$ cat src/rtl/crypto1_pkg.sv
// crypto1_pkg: shared definitions for the Crypto1 keystream engine and the
// key-search cores that reuse its filter.
//   state_t         : control FSM states of the keystream engine
//   LFSR_TAPS       : feedback tap mask over s[47:0]
//   FA, FB, FC      : nonlinear filter lookup tables
//   filter_inputs() : gathers the 20 filter input bits x[19:0] from s[47:0]
package crypto1_pkg;

    typedef enum logic [1:0] {
        IDLE   = 2'd0,
        SHIFT  = 2'd1,
        OUTPUT = 2'd2
    } state_t;

    localparam logic [47:0] LFSR_TAPS = 48'h0E882B0AD621;
    localparam logic [15:0] FA        = 16'hF22C;
    localparam logic [15:0] FB        = 16'hD938;
    localparam logic [31:0] FC        = 32'hEC57E80A;

    // x[j] = s[47-2j]: the filter only looks at every other bit, counted
    // from the top of the register.
    function automatic logic [19:0] filter_inputs(input logic [47:0] s);
        logic [19:0] x;
        for (int j = 0; j < 20; j++) begin
            x[j] = s[47-2*j];
        end
        return x;
    endfunction

endpackage

$ cat src/rtl/crypto1_filter.sv
// crypto1_filter: combinational Crypto1 output filter.
//   s_i  [47:0] : LFSR state
//   ks_o        : keystream bit for that state
// Five 4-input first-layer lookups feed one 5-input second-layer lookup;
// t0 (lowest nibble of x) forms the MSB of the second-layer index.
module crypto1_filter
    import crypto1_pkg::*;
(
    input  logic [47:0] s_i,
    output logic        ks_o
);

    logic [19:0] x;
    logic [4:0]  tidx;

    always_comb begin
        x       = filter_inputs(s_i);
        tidx[4] = FA[x[3:0]];
        tidx[3] = FB[x[7:4]];
        tidx[2] = FA[x[11:8]];
        tidx[1] = FA[x[15:12]];
        tidx[0] = FB[x[19:16]];
        ks_o    = FC[tidx];
    end

endmodule

$ cat src/rtl/crypto1_keystream.sv
// crypto1_keystream: forward Crypto1 engine producing keystream words.
//   CLK, RESETn        : clock, asynchronous active-low reset
//   KEY       [47:0]   : key loaded by a LOAD command (KEY[i] -> s[i])
//   CMD_VALID/READY    : command handshake (accepted only in IDLE)
//   CMD_LOAD           : 1 = load KEY, 0 = shift CMD_NBITS+1 bits
//   CMD_ENC            : XOR keystream into feedback while shifting
//   CMD_WORD  [31:0]   : bits injected into feedback, LSB first
//   CMD_NBITS [4:0]    : shift length minus one
//   OUT_VALID/READY    : keystream word handshake
//   OUT_WORD  [31:0]   : keystream bits, bit i = i-th shifted bit
//   STATE     [47:0]   : current LFSR state
module crypto1_keystream
    import crypto1_pkg::*;
(
    input  logic        CLK,
    input  logic        RESETn,
    input  logic [47:0] KEY,
    input  logic        CMD_VALID,
    output logic        CMD_READY,
    input  logic        CMD_LOAD,
    input  logic        CMD_ENC,
    input  logic [31:0] CMD_WORD,
    input  logic [4:0]  CMD_NBITS,
    output logic        OUT_VALID,
    input  logic        OUT_READY,
    output logic [31:0] OUT_WORD,
    output logic [47:0] STATE
);

    state_t      state_q, state_d;
    logic [47:0] s_q, s_d;
    logic [4:0]  idx_q, idx_d;
    logic [4:0]  cnt_q, cnt_d;
    logic        enc_q, enc_d;
    logic [31:0] win_q, win_d;
    logic [31:0] wout_q, wout_d;

    logic        ks;
    logic        fb;
    logic        nxt;

    crypto1_filter u_filter (
        .s_i  (s_q),
        .ks_o (ks)
    );

    // Keystream comes from the pre-shift state and, in encrypted mode,
    // feeds back into the same shift.
    always_comb begin
        fb  = ^(s_q & LFSR_TAPS);
        nxt = fb ^ win_q[idx_q] ^ (enc_q & ks);
    end

    always_comb begin
        state_d = state_q;
        s_d     = s_q;
        idx_d   = idx_q;
        cnt_d   = cnt_q;
        enc_d   = enc_q;
        win_d   = win_q;
        wout_d  = wout_q;
        unique case (state_q)
            IDLE: begin
                if (CMD_VALID) begin
                    if (CMD_LOAD) begin
                        s_d = KEY;
                    end else begin
                        win_d   = CMD_WORD;
                        enc_d   = CMD_ENC;
                        cnt_d   = CMD_NBITS;
                        idx_d   = 5'd0;
                        wout_d  = 32'd0;
                        state_d = SHIFT;
                    end
                end
            end
            SHIFT: begin
                s_d           = {nxt, s_q[47:1]};
                wout_d[idx_q] = ks;
                if (idx_q == cnt_q) begin
                    state_d = OUTPUT;
                end else begin
                    idx_d = idx_q + 5'd1;
                end
            end
            OUTPUT: begin
                if (OUT_READY) begin
                    state_d = IDLE;
                end
            end
            default: state_d = IDLE;
        endcase
    end

    always_ff @(posedge CLK or negedge RESETn) begin
        if (!RESETn) begin
            state_q <= IDLE;
            s_q     <= 48'd0;
            idx_q   <= 5'd0;
            cnt_q   <= 5'd0;
            enc_q   <= 1'b0;
            win_q   <= 32'd0;
            wout_q  <= 32'd0;
        end else begin
            state_q <= state_d;
            s_q     <= s_d;
            idx_q   <= idx_d;
            cnt_q   <= cnt_d;
            enc_q   <= enc_d;
            win_q   <= win_d;
            wout_q  <= wout_d;
        end
    end

    assign CMD_READY = (state_q == IDLE);
    assign OUT_VALID = (state_q == OUTPUT);
    assign OUT_WORD  = wout_q;
    assign STATE     = s_q;

endmodule

$ cat config.mk
export PLATFORM = sky130hd
export DESIGN_NAME = crypto1_keystream
export DESIGN_NICKNAME = d
export VERILOG_FILES = /design/src/rtl/crypto1_pkg.sv /design/src/rtl/crypto1_filter.sv /design/src/rtl/crypto1_keystream.sv
export SDC_FILE = /design/constraint.sdc
export NUM_CORES = 1
export LEC_CHECK = 0
export CORE_ASPECT_RATIO = 2
export CORE_UTILIZATION = 66
export CTS_BUF_LIST = sky130_fd_sc_hd__clkbuf_8
export DETAILED_ROUTE_END_ITERATION = 6
export DONT_BUFFER_PORTS = 1
export PLACE_DENSITY = 0.82
export SETUP_SLACK_MARGIN = 0.2
export SKIP_CTS_REPAIR_TIMING = 1
export SYNTH_ARGS = -nofsm -noshare
export SYNTH_HDL_FRONTEND = slang
export SYNTH_SLANG_ARGS = --single-unit
$ cat constraint.sdc
create_clock -name CLK -period 3 [get_ports CLK]
set_input_delay 0.3 -clock CLK [delete_from_list [all_inputs] [get_ports CLK]]
set_output_delay 0.3 -clock CLK [all_outputs]
set_load 0.02 [all_outputs]
Word-level counts from Yosys, hierarchy flattened
Memory sizes are Yosys's and may differ from the RTL's.
Index checks and enable logic that the tools add are counted.
Word-level totals
  register bits after elaboration: 125
  bits in read-only memories: 112
  input port bits: 91
  output and inout port bits: 82
  logic and storage cells: 70
  memories kept: 6
Memory list
  (no name shown): words 32, bits a word 1, read ports 1, clocked after memory_dff 0, wr ports 0, line crypto1_filter.sv:23  | ks_o = FC[tidx];
  (no name shown): words 16, bits a word 1, read ports 1, clocked after memory_dff 0, wr ports 0, line crypto1_filter.sv:21  | tidx[1] = FA[x[15:12]];
  (no name shown): words 16, bits a word 1, read ports 1, clocked after memory_dff 0, wr ports 0, line crypto1_filter.sv:20  | tidx[2] = FA[x[11:8]];
  (no name shown): words 16, bits a word 1, read ports 1, clocked after memory_dff 0, wr ports 0, line crypto1_filter.sv:18  | tidx[4] = FA[x[3:0]];
  (no name shown): words 16, bits a word 1, read ports 1, clocked after memory_dff 0, wr ports 0, line crypto1_filter.sv:22  | tidx[0] = FB[x[19:16]];
  (no name shown): words 16, bits a word 1, read ports 1, clocked after memory_dff 0, wr ports 0, line crypto1_filter.sv:19  | tidx[3] = FB[x[7:4]];
Operators by class
  $add $sub $neg: 1
  magnitude comparators: 8
  equality and inequality tests: 9
  mux-type cells: 26
  bitwise gates (word level): 4
  reduce and logical (&&, ||, !) cells: 9
Operator list (count)
  two-way mux 48 bit: 2
  one-hot mux 48 bit (2 select lines): 1
  two-way mux 32 bit: 2
  one-hot mux 32 bit (2 select lines): 1
  parity 48 bit: 1
  bitwise mux 32 bit: 1
  less-than comparator 4 x 5 -> 1 bit (second input constant): 5
  two-way mux 5 bit: 3
  less-than comparator 5 x 6 -> 1 bit (second input constant): 2
  one-hot mux 5 bit (2 select lines): 1
  AND reduction 3 bit: 3
  two-way mux 1 bit: 8
  two-way mux 2 bit: 4
  != test 2 bit (second input constant): 4
  AND reduction 4 bit: 2
  one-hot mux 2 bit (3 select lines): 1
  adder 5 x 1 -> 5 bit (second input constant): 1
  binary-select mux 1 bit (select 5 bit): 1
  demux 1 bit (select 5 bit): 1
  equality test 5 bit: 1
  greater-or-equal comparator 5 x 1 -> 1 bit (second input constant): 1
  != test 2 x 1 -> 1 bit (second input constant): 2
  equality test 2 x 1 -> 1 bit (second input constant): 1
  equality test 2 bit (second input constant): 1
  6 further kinds: 7

Logic depth before layout (Yosys ltp)
Gate-level depths: netlist of run 1.
  depth after elaboration: 7
  depth in mapped cells: 10
  mapped depth without buffers: 9

Hierarchy
From an unflattened synthesis of run 1, not the netlist that was laid out.
Unflattened totals
  cell total of the unflattened synthesis: 640
  area total of the unflattened synthesis: 6264.8 µm²
Modules (own cells, without submodules)
  crypto1_keystream: instances 1, cells an instance 605, area each 5965.7 µm², seq. area each 3128.0 µm²
  crypto1_filter: instances 1, cells an instance 35, area each 299.0 µm², seq. area each 0.0 µm²

Worst setup path before layout of run 1
Ideal clock, no wire load.
  path type: reg-to-reg
  from: reg s_q[13] (netlist: STATE[13])
  to: reg s_q[47] (netlist: STATE[47])
  library setup time: 0.126 ns
  data arrival time: 2.242 ns
  required time: 2.874 ns
  path slack: 0.632 ns
  cell stages (with the launch flop): 9
  path buffers: 0
  clock period less this slack: 2.368 ns
  cells stage by stage: dfrtp_1 > inv_2 > ha_1 > mux4_2 > a211o_1 > o31ai_1 > nor3b_1 > xnor2_1 > a221o_1
Between the ends
  longest elaborated chain between the ends: 7
RTL lines
  from (decl): line crypto1_keystream.sv:31  | logic [47:0] s_q, s_d;
  from (signal assigned): line crypto1_keystream.sv:98  | s_q <= 48'd0;
  from (signal assigned): line crypto1_keystream.sv:106  | s_q <= s_d;
  memory read (16 x 1 bit)
  two-way mux 1 bit (implied by the code): line crypto1_filter.sv:22
  memory read (32 x 1 bit)
  two-way mux 1 bit (implied by the code): line crypto1_filter.sv:23
  bitwise AND 1 bit: line crypto1_keystream.sv:51  | nxt = fb ^ win_q[idx_q] ^ (enc_q & ks);
  XOR 1 bit: line crypto1_keystream.sv:51
  one-hot mux 48 bit (2 select lines): line crypto1_keystream.sv:62  | unique case (state_q)
Every way passes these cells. The select of a mux whose other input is x is not followed.
A chain may end at the register's enable or synchronous reset.

Worst setup path in the final report of run 1
  from: reg s_q[13] (netlist: STATE[13])
  to: reg wout_q[23] (netlist: OUT_WORD[23])
Between the ends
  longest elaborated chain between the ends: 6
RTL lines
  memory read (16 x 1 bit)
  two-way mux 1 bit (implied by the code): line crypto1_filter.sv:22
  memory read (32 x 1 bit)
  two-way mux 1 bit (implied by the code): line crypto1_filter.sv:23
  bitwise mux 32 bit: line crypto1_keystream.sv:79  | wout_d[idx_q] = ks;
  one-hot mux 32 bit (2 select lines): line crypto1_keystream.sv:62
  to (signal assigned): line crypto1_keystream.sv:111  | wout_q <= wout_d;
  to (decl): line crypto1_keystream.sv:36  | logic [31:0] wout_q, wout_d;
Every way passes these cells. The select of a mux whose other input is x is not followed.

==> impl_metrics.prom, run 1 <==
# TYPE chip_impl_metric gauge
chip_impl_metric{name="synth-edff-count",unit=""} 0
chip_impl_metric{name="sw_frac_of_total",unit="%"} 44.3
chip_impl_metric{name="io_pins",unit=""} 173
chip_impl_metric{name="cts_inserted_buffers",unit=""} 17
chip_impl_metric{name="power_frac_comb",unit="%"} 46.1
chip_impl_metric{name="design.core.area",unit="um2"} 9450
chip_impl_metric{name="n_antenna_cell",unit=""} 0
chip_impl_metric{name="p_sw",unit="mW"} 4.28
chip_impl_metric{name="place_congestion",unit=""} 0.863
chip_impl_metric{name="reg2reg_depth",unit=""} 9
chip_impl_info{name="rsz0062_at_grt",value="false"} 1
chip_impl_metric{name="hpwlAfterDp",unit="um"} 10600
chip_impl_metric{name="cts.path.max_buffers",unit=""} 2
chip_impl_metric{name="setup_tns",unit="ps"} 0
chip_impl_metric{name="worstSkewPairLatency",unit="ps"} 430
chip_impl_metric{name="slew_viol_final",unit=""} 0
chip_impl_metric{name="max_slew.worst_pin.slew",unit="ps"} 701
chip_impl_metric{name="remaining_drcs",unit=""} 0
chip_impl_metric{name="peakVddDrop",unit="mV"} 1.43
chip_impl_metric{name="area_growth_syn_to_layout",unit="%"} 6.62
chip_impl_metric{name="pwr_density_cell",unit="nW/um2"} 1410
chip_impl_info{name="hp-class",value="in2async"} 1
chip_impl_metric{name="crit_fanout",unit=""} 31
chip_impl_metric{name="share_of_power_burned_in_registers",unit="%"} 38.6
chip_impl_metric{name="final.period_utilization",unit="%"} 86.5
chip_impl_metric{name="clock_power_share",unit="%"} 15.3
chip_impl_metric{name="netlist_instances",unit=""} 599
chip_impl_metric{name="die-area",unit="um2"} 10200
chip_impl_info{name="timing.critical_path.from_type",value="register"} 1
chip_impl_metric{name="fin_worst_hold_slack",unit="ps"} -425
chip_impl_metric{name="relSlewSlack",unit="%"} 53.2
chip_impl_info{name="clock-root-buffer",value="sky130_fd_sc_hd__clkbuf_8"} 1
chip_impl_metric{name="worst-endpoint-arrival",unit="ps"} 2920
chip_impl_metric{name="globalRouteOverflowTotal",unit=""} 0
chip_impl_metric{name="wire_per_inst",unit="um"} 20.3
chip_impl_metric{name="mean_area_per_synthesized_cell",unit="um2"} 10.8
chip_impl_metric{name="floorplan.initialDensity",unit="%"} 68.2
chip_impl_metric{name="syn-cell-area",unit="um2"} 6440
chip_impl_metric{name="postSynth.asyncResetShare",unit="%"} 100
chip_impl_metric{name="timing.final.crit_period",unit="ps"} 2600
chip_impl_metric{name="finalCoreUtilization",unit="%"} 72.7
chip_impl_metric{name="synth.ff_latch_count",unit=""} 125
chip_impl_metric{name="floorplan.die.height",unit="um"} 142
chip_impl_metric{name="viasPerCell",unit=""} 6.18
chip_impl_metric{name="setup_viol",unit=""} 0
chip_impl_info{name="violations_in_the_final_reports",value="hold timing"} 1
chip_impl_metric{name="ys_warn_count",unit=""} 0
chip_impl_metric{name="h_tree_depth",unit=""} 4
chip_impl_info{name="tritoncts",value="yes"} 1
chip_impl_metric{name="grt_pass1_vias",unit=""} 4623
chip_impl_metric{name="final_net_count",unit=""} 689
chip_impl_metric{name="final_layout_size_suffix_gt1_share",unit="%"} 17.8
chip_impl_metric{name="placement_stage_cell_area",unit="um2"} 6460
chip_impl_metric{name="cts.reportedPaths.clkPinSlew",unit="ps"} 70
chip_impl_metric{name="seq_area_frac_synth",unit="%"} 48.6
chip_impl_metric{name="wirelength",unit="um"} 14800
chip_impl_metric{name="route.antenna.remaining_nets",unit=""} 0
chip_impl_info{name="primary_ff_master_synth",value="sky130_fd_sc_hd__dfrtp_1"} 1
chip_impl_metric{name="register_to_register_setup_slack",unit="ps"} 400
chip_impl_metric{name="setup_skew",unit="ps"} 19.7
chip_impl_metric{name="placement_rows",unit=""} 50
chip_impl_metric{name="grt_first_pass_wirelength",unit="um"} 23000
chip_impl_info{name="critical_path_class",value="reg2reg"} 1
chip_impl_metric{name="fmaxAchievable",unit="GHz"} 0.385
chip_impl_metric{name="hold_violations",unit=""} 125
chip_impl_metric{name="antenna_found_initial",unit=""} 0
chip_impl_metric{name="synth.distinct_cells",unit=""} 53
chip_impl_info{name="outcome",value="finished with violations"} 1
chip_impl_info{name="crit-reg2reg-capture",value="OUT_WORD[23]"} 1
chip_impl_metric{name="vias",unit=""} 4515
chip_impl_metric{name="cts.sinks",unit=""} 125
chip_impl_info{name="crit-reg2reg-launch",value="STATE[13]"} 1
chip_impl_metric{name="syn-num-nets",unit=""} 700
chip_impl_metric{name="grt_max_degree",unit=""} 126
chip_impl_metric{name="power.leakage",unit="nW"} 3.01
chip_impl_metric{name="internal_power",unit="mW"} 5.37
chip_impl_metric{name="numPortBuffers",unit=""} 0
chip_impl_metric{name="max_cap_violations",unit=""} 0
chip_impl_info{name="critical_path.endpoint_type",value="register"} 1
chip_impl_metric{name="grt_util_all_layers",unit="%"} 30.3
chip_impl_metric{name="die_w",unit="um"} 71.9
chip_impl_metric{name="critPathRequiredTime",unit="ps"} 3320
chip_impl_metric{name="finalInstanceArea",unit="um2"} 6870
chip_impl_metric{name="dr.pass1.iters",unit=""} 5
chip_impl_metric{name="drt_first_iter_violations",unit=""} 325
-- critical path: stages, from the launching register on --
cell	delay, ps
sky130_fd_sc_hd__dfrtp_1	570
sky130_fd_sc_hd__inv_2	110
sky130_fd_sc_hd__ha_1	320
sky130_fd_sc_hd__mux4_2	480
sky130_fd_sc_hd__mux2i_1	180
sky130_fd_sc_hd__nor2_2	70
sky130_fd_sc_hd__nor2_1	120
sky130_fd_sc_hd__buf_4	320
sky130_fd_sc_hd__nand3_1	130
sky130_fd_sc_hd__a21oi_1	190
-- how the worst max path moves through the flow --
| stage | startpoint | end |
|---|---|---|
| after global placement | STATE[13] | STATE[47] |
| final | STATE[13] | OUT_WORD[23] |
| after global routing | STATE[13] | OUT_WORD[21] |
| after detailed placement | STATE[13] | STATE[47] |
| after floorplan | STATE[13] | STATE[47] |
| after CTS | STATE[13] | STATE[47] |
-- synthesized netlist by cell type (7+ instances only) --
cell | count | share of area, %
sky130_fd_sc_hd__clkbuf_1 | 19 | 1.1
sky130_fd_sc_hd__dfrtp_1 | 125 | 49
sky130_fd_sc_hd__nand3_1 | 33 | 2.6
sky130_fd_sc_hd__o21ai_0 | 76 | 5.9
sky130_fd_sc_hd__mux2_2 | 41 | 7.2
sky130_fd_sc_hd__nor2_1 | 18 | 1.0
sky130_fd_sc_hd__xnor2_1 | 16 | 2.2
sky130_fd_sc_hd__buf_6 | 7 | 1.2
sky130_fd_sc_hd__a21oi_1 | 34 | 2.6
sky130_fd_sc_hd__inv_1 | 7 | 0.41
sky130_fd_sc_hd__ha_1 | 10 | 1.9
sky130_fd_sc_hd__mux2i_1 | 57 | 8.9
sky130_fd_sc_hd__buf_2 | 12 | 0.93
sky130_fd_sc_hd__nand2_1 | 72 | 4.2
-- per-layer routing --
layer	routed length [um]	part of all wire, %	up-vias	GRT usage, %
li1	-	-	2076	-
met1	5040	34	2192	30.1
met2	8400	57	208	56.0
met3	871	5.9	39	7.67
met4	505	3.4	0	15.8
met5	0	0	-	0
-- per-stage QoR --
step | cells | setup slack, ps | total power, mW
2_1_floorplan | 599 | 632 | 7.31
3_3_place_gp | 699 | 548 | 7.97
3_5_place_dp | 699 | 445 | 8.18
4_1_cts | 731 | 429 | 9.66
5_1_grt | 731 | 259 | 10.2
6_report | 731 | 404 | 9.66
-- sequential cells by signal, summed over array words and instances, names as in the netlist --
register and count:
STATE 48, OUT_WORD 32, win_q 32, cnt_q 5, idx_q 5, state_q 2, enc_q 1
-- cells by family after synthesis --
group           synth area share [%]
fa+ha+maj                       1.94
buf+inv                         4.27
xor+xnor                        3.96
mux                             18.4
simple gates                    12.0
compound gates                  10.9
flops                           48.6
-- cell type report --
class	count	area, um2
repair buffers	10	87.6
multi-input cells	424	3050
fillers	684	2580
clock inverters	11	116
well taps	130	163
inverters	10	37.5
flip-flops and latches	125	3130
clock buffers	21	289
-- placed cells by master (no fill, tap or decap), types with 16 or more instances in the layout --
cell type / instances
sky130_fd_sc_hd__o21ai_0: 76
sky130_fd_sc_hd__a21oi_1: 34
sky130_fd_sc_hd__nand3_1: 33
sky130_fd_sc_hd__mux2i_1: 57
sky130_fd_sc_hd__nand2_1: 72
sky130_fd_sc_hd__xnor2_1: 16
sky130_fd_sc_hd__nor2_1: 18
sky130_fd_sc_hd__clkbuf_8: 21
sky130_fd_sc_hd__dfrtp_1: 125
sky130_fd_sc_hd__mux2_2: 41
-- power by group through the flow --
| stage | clock network [mW] | logic [mW] | registers, mW |
|---|---|---|---|
| 2_1_floorplan | 0 | 3.88 | 3.42 |
| 3_3_place_gp | 0 | 4.26 | 3.71 |
| 3_5_place_dp | 0 | 4.42 | 3.76 |
| 4_1_cts | 1.50 | 4.43 | 3.73 |
| 5_1_grt | 1.56 | 4.85 | 3.83 |
| 6_report | 1.48 | 4.45 | 3.72 |
Power figures use the tool's default switching activity.
==> run 2: changes to the inputs <==
--- a/config.mk
+++ b/config.mk
@@ -6,6 +6,7 @@
 export NUM_CORES = 1
 export LEC_CHECK = 0
 export CORE_ASPECT_RATIO = 2
+export CORE_MARGIN = 10
 export CORE_UTILIZATION = 66
 export CTS_BUF_LIST = sky130_fd_sc_hd__clkbuf_8
 export DETAILED_ROUTE_END_ITERATION = 6
==> constraint.sdc (replaced) <==
create_clock -name CLK -period 2.75 [get_ports CLK]
set_input_delay 0.275 -clock CLK [delete_from_list [all_inputs] [get_ports CLK]]
set_output_delay 0.275 -clock CLK [all_outputs]
set_load 0.02 [all_outputs]
==> impl_metrics.prom, run 2 (synthesized netlist as in run 1, its figures left out) <==
# TYPE chip_impl_metric gauge
chip_impl_metric{name="timing.final.crit_period",unit="ps"} 2430
chip_impl_metric{name="number_of_flip_flops_in_the_largest_register",unit=""} 48
chip_impl_metric{name="share_of_power_burned_in_registers",unit="%"} 37.7
chip_impl_info{name="timing.critical_path.from_type",value="register"} 1
chip_impl_metric{name="final_layout_size_suffix_gt1_share",unit="%"} 17.8
chip_impl_metric{name="grt_pass1_vias",unit=""} 4809
chip_impl_metric{name="grt_first_pass_wirelength",unit="um"} 26400
chip_impl_info{name="critical_path.endpoint_type",value="register"} 1
chip_impl_info{name="crit_path_frequent_cell",value="sky130_fd_sc_hd__nor2_1"} 1
chip_impl_metric{name="max_cap_violations",unit=""} 0
chip_impl_metric{name="relSlewSlack",unit="%"} 61.6
chip_impl_info{name="worst_path_max_delay_cell",value="sky130_fd_sc_hd__mux4_2"} 1
chip_impl_info{name="crit-reg2reg-capture",value="OUT_WORD[19]"} 1
chip_impl_info{name="final_common_cell",value="sky130_fd_sc_hd__dfrtp_1"} 1
chip_impl_metric{name="floorplan.die.height",unit="um"} 160
chip_impl_metric{name="final.period_utilization",unit="%"} 88.2
chip_impl_metric{name="worst-endpoint-arrival",unit="ps"} 2720
chip_impl_metric{name="grt_max_degree",unit=""} 126
chip_impl_metric{name="cts_inserted_buffers",unit=""} 17
chip_impl_metric{name="cts.path.max_buffers",unit=""} 2
chip_impl_metric{name="place_congestion",unit=""} 0.908
chip_impl_metric{name="wirelength",unit="um"} 17300
chip_impl_metric{name="reg2reg_depth",unit=""} 9
chip_impl_metric{name="critPathRequiredTime",unit="ps"} 3050
chip_impl_metric{name="n_antenna_cell",unit=""} 0
chip_impl_metric{name="viasPerCell",unit=""} 6.06
chip_impl_info{name="critical_path_cell_by_cell",value="inv_2, ha_1, mux4_2, a211o_1, o31ai_1, nor2_1, buf_6, mux2i_1, nor2_1"} 1
chip_impl_metric{name="setup_skew",unit="ps"} 11.6
chip_impl_metric{name="grt_util_all_layers",unit="%"} 23.2
chip_impl_info{name="violations_in_the_final_reports",value="hold timing"} 1
chip_impl_metric{name="final_net_count",unit=""} 733
chip_impl_metric{name="finalCoreUtilization",unit="%"} 75.8
chip_impl_metric{name="h_tree_depth",unit=""} 4
chip_impl_metric{name="vias",unit=""} 4707
chip_impl_metric{name="setup_viol",unit=""} 0
chip_impl_metric{name="wire_per_inst",unit="um"} 22.3
chip_impl_metric{name="cts.sinks",unit=""} 125
chip_impl_metric{name="drt_first_iter_violations",unit=""} 237
chip_impl_metric{name="sw_frac_of_total",unit="%"} 45.3
chip_impl_metric{name="antenna_found_initial",unit=""} 0
chip_impl_metric{name="power.leakage",unit="nW"} 3.20
chip_impl_metric{name="design.core.area",unit="um2"} 9640
chip_impl_metric{name="placement_rows",unit=""} 51
chip_impl_info{name="tritoncts",value="yes"} 1
chip_impl_metric{name="floorplan.initialDensity",unit="%"} 66.9
chip_impl_info{name="cp_top_family",value="multiplexers"} 1
chip_impl_info{name="crit-reg2reg-launch",value="STATE[13]"} 1
chip_impl_metric{name="hpwlAfterDp",unit="um"} 12700
chip_impl_metric{name="power_frac_comb",unit="%"} 47.3
chip_impl_info{name="most-common-layout-cells",value="sky130_fd_sc_hd__dfrtp_1, sky130_fd_sc_hd__o21ai_0, sky130_fd_sc_hd__nand2_1, sky130_fd_sc_hd__mux2i_1, sky130_fd_sc_hd__mux2_2"} 1
chip_impl_metric{name="clock_power_share",unit="%"} 15.0
chip_impl_info{name="critical_path_class",value="reg2reg"} 1
chip_impl_metric{name="globalRouteOverflowTotal",unit=""} 0
chip_impl_info{name="clock-root-buffer",value="sky130_fd_sc_hd__clkbuf_8"} 1
chip_impl_metric{name="hold_violations",unit=""} 125
chip_impl_metric{name="peakVddDrop",unit="mV"} 0.967
chip_impl_metric{name="fin_total_pwr",unit="mW"} 10.8
chip_impl_metric{name="area_growth_syn_to_layout",unit="%"} 13.4
chip_impl_info{name="rsz0062_at_grt",value="false"} 1
chip_impl_metric{name="critical_path.n_buffers_inverters",unit=""} 2
chip_impl_metric{name="worstSkewPairLatency",unit="ps"} 440
chip_impl_metric{name="route.antenna.remaining_nets",unit=""} 0
chip_impl_metric{name="internal_power",unit="mW"} 5.92
chip_impl_metric{name="critical-path-max-stage-delay",unit="ps"} 480
chip_impl_metric{name="remaining_drcs",unit=""} 0
chip_impl_metric{name="pwr_density_cell",unit="nW/um2"} 1480
chip_impl_metric{name="cts.reportedPaths.clkPinSlew",unit="ps"} 80
chip_impl_metric{name="io_pins",unit=""} 173
chip_impl_info{name="outcome",value="finished with violations"} 1
chip_impl_info{name="hp-class",value="in2async"} 1
chip_impl_metric{name="fmaxAchievable",unit="GHz"} 0.412
chip_impl_metric{name="die-area",unit="um2"} 14400
chip_impl_metric{name="register_to_register_setup_slack",unit="ps"} 320
chip_impl_metric{name="die_w",unit="um"} 89.9
chip_impl_metric{name="setup_tns",unit="ps"} 0
chip_impl_metric{name="max_slew.worst_pin.slew",unit="ps"} 574
chip_impl_metric{name="crit_fanout",unit=""} 31
chip_impl_metric{name="p_sw",unit="mW"} 4.90
chip_impl_metric{name="fin_worst_hold_slack",unit="ps"} -471
chip_impl_metric{name="dr.pass1.iters",unit=""} 5
chip_impl_metric{name="slew_viol_final",unit=""} 0
chip_impl_metric{name="numPortBuffers",unit=""} 0
run 2: cell types whose count changed in the layout (fill, tap and decap cells not counted), sizes merged:
| cell | change |
|---|---|
| dlygate4sd3 | +38 |
| buf | +6 |
| clkbuf | -4 |
| clkinv | +3 |
| inv | +3 |
| clkinvlp | -2 |
run 2: final cells by class:
class | count | area [um2]
flip-flops and latches | 125 | 3130
multi-input cells | 424 | 3050
clock inverters | 15 | 163
inverters | 10 | 37.5
clock buffers | 17 | 234
well taps | 132 | 165
repair buffers | 54 | 529
fillers | 619 | 2330
run 2: power groups by stage:
stage | sequential, mW | clock [mW] | combinational (mW)
6_report | 4.08 | 1.62 | 5.12
5_1_grt | 4.20 | 1.73 | 5.57
4_1_cts | 4.10 | 1.63 | 5.02
3_5_place_dp | 4.13 | 0 | 5.01
3_3_place_gp | 4.10 | 0 | 4.78
2_1_floorplan | 3.74 | 0 | 4.24
run 2: how the worst max path moves through the flow:
stage                     slack (ps)  depth (start not counted)      endpoint  startpoint
after floorplan                  380                          8     STATE[47]   STATE[13]
after global placement           410                          7     STATE[47]    idx_q[3]
after detailed placement         310                          7     STATE[47]    idx_q[3]
after CTS                        300                          7     STATE[47]    idx_q[3]
after global routing             220                          9  OUT_WORD[19]   STATE[13]
final                            320                          9  OUT_WORD[19]   STATE[13]
run 2: metal layers:
metal	vias to the layer above	wire length [um]	GRT usage, %
met5	-	0	0
met4	0	637	11.0
met3	47	1360	8.97
met2	216	9630	43.6
met1	2275	5720	21.0
li1	2169	-	-
run 2: stage by stage:
| stage | cell area [um2] | hold slack, ps | instances | setup WS, ps |
|---|---|---|---|---|
| floorplan | 6440 | -20.6 | 599 | 382 |
| global placement | 6520 | -15.8 | 707 | 413 |
| detailed placement | 6520 | -14.8 | 707 | 311 |
| CTS | 6920 | -497 | 739 | 298 |
| global route | 7310 | -511 | 777 | 224 |
| finish | 7310 | -471 | 777 | 324 |
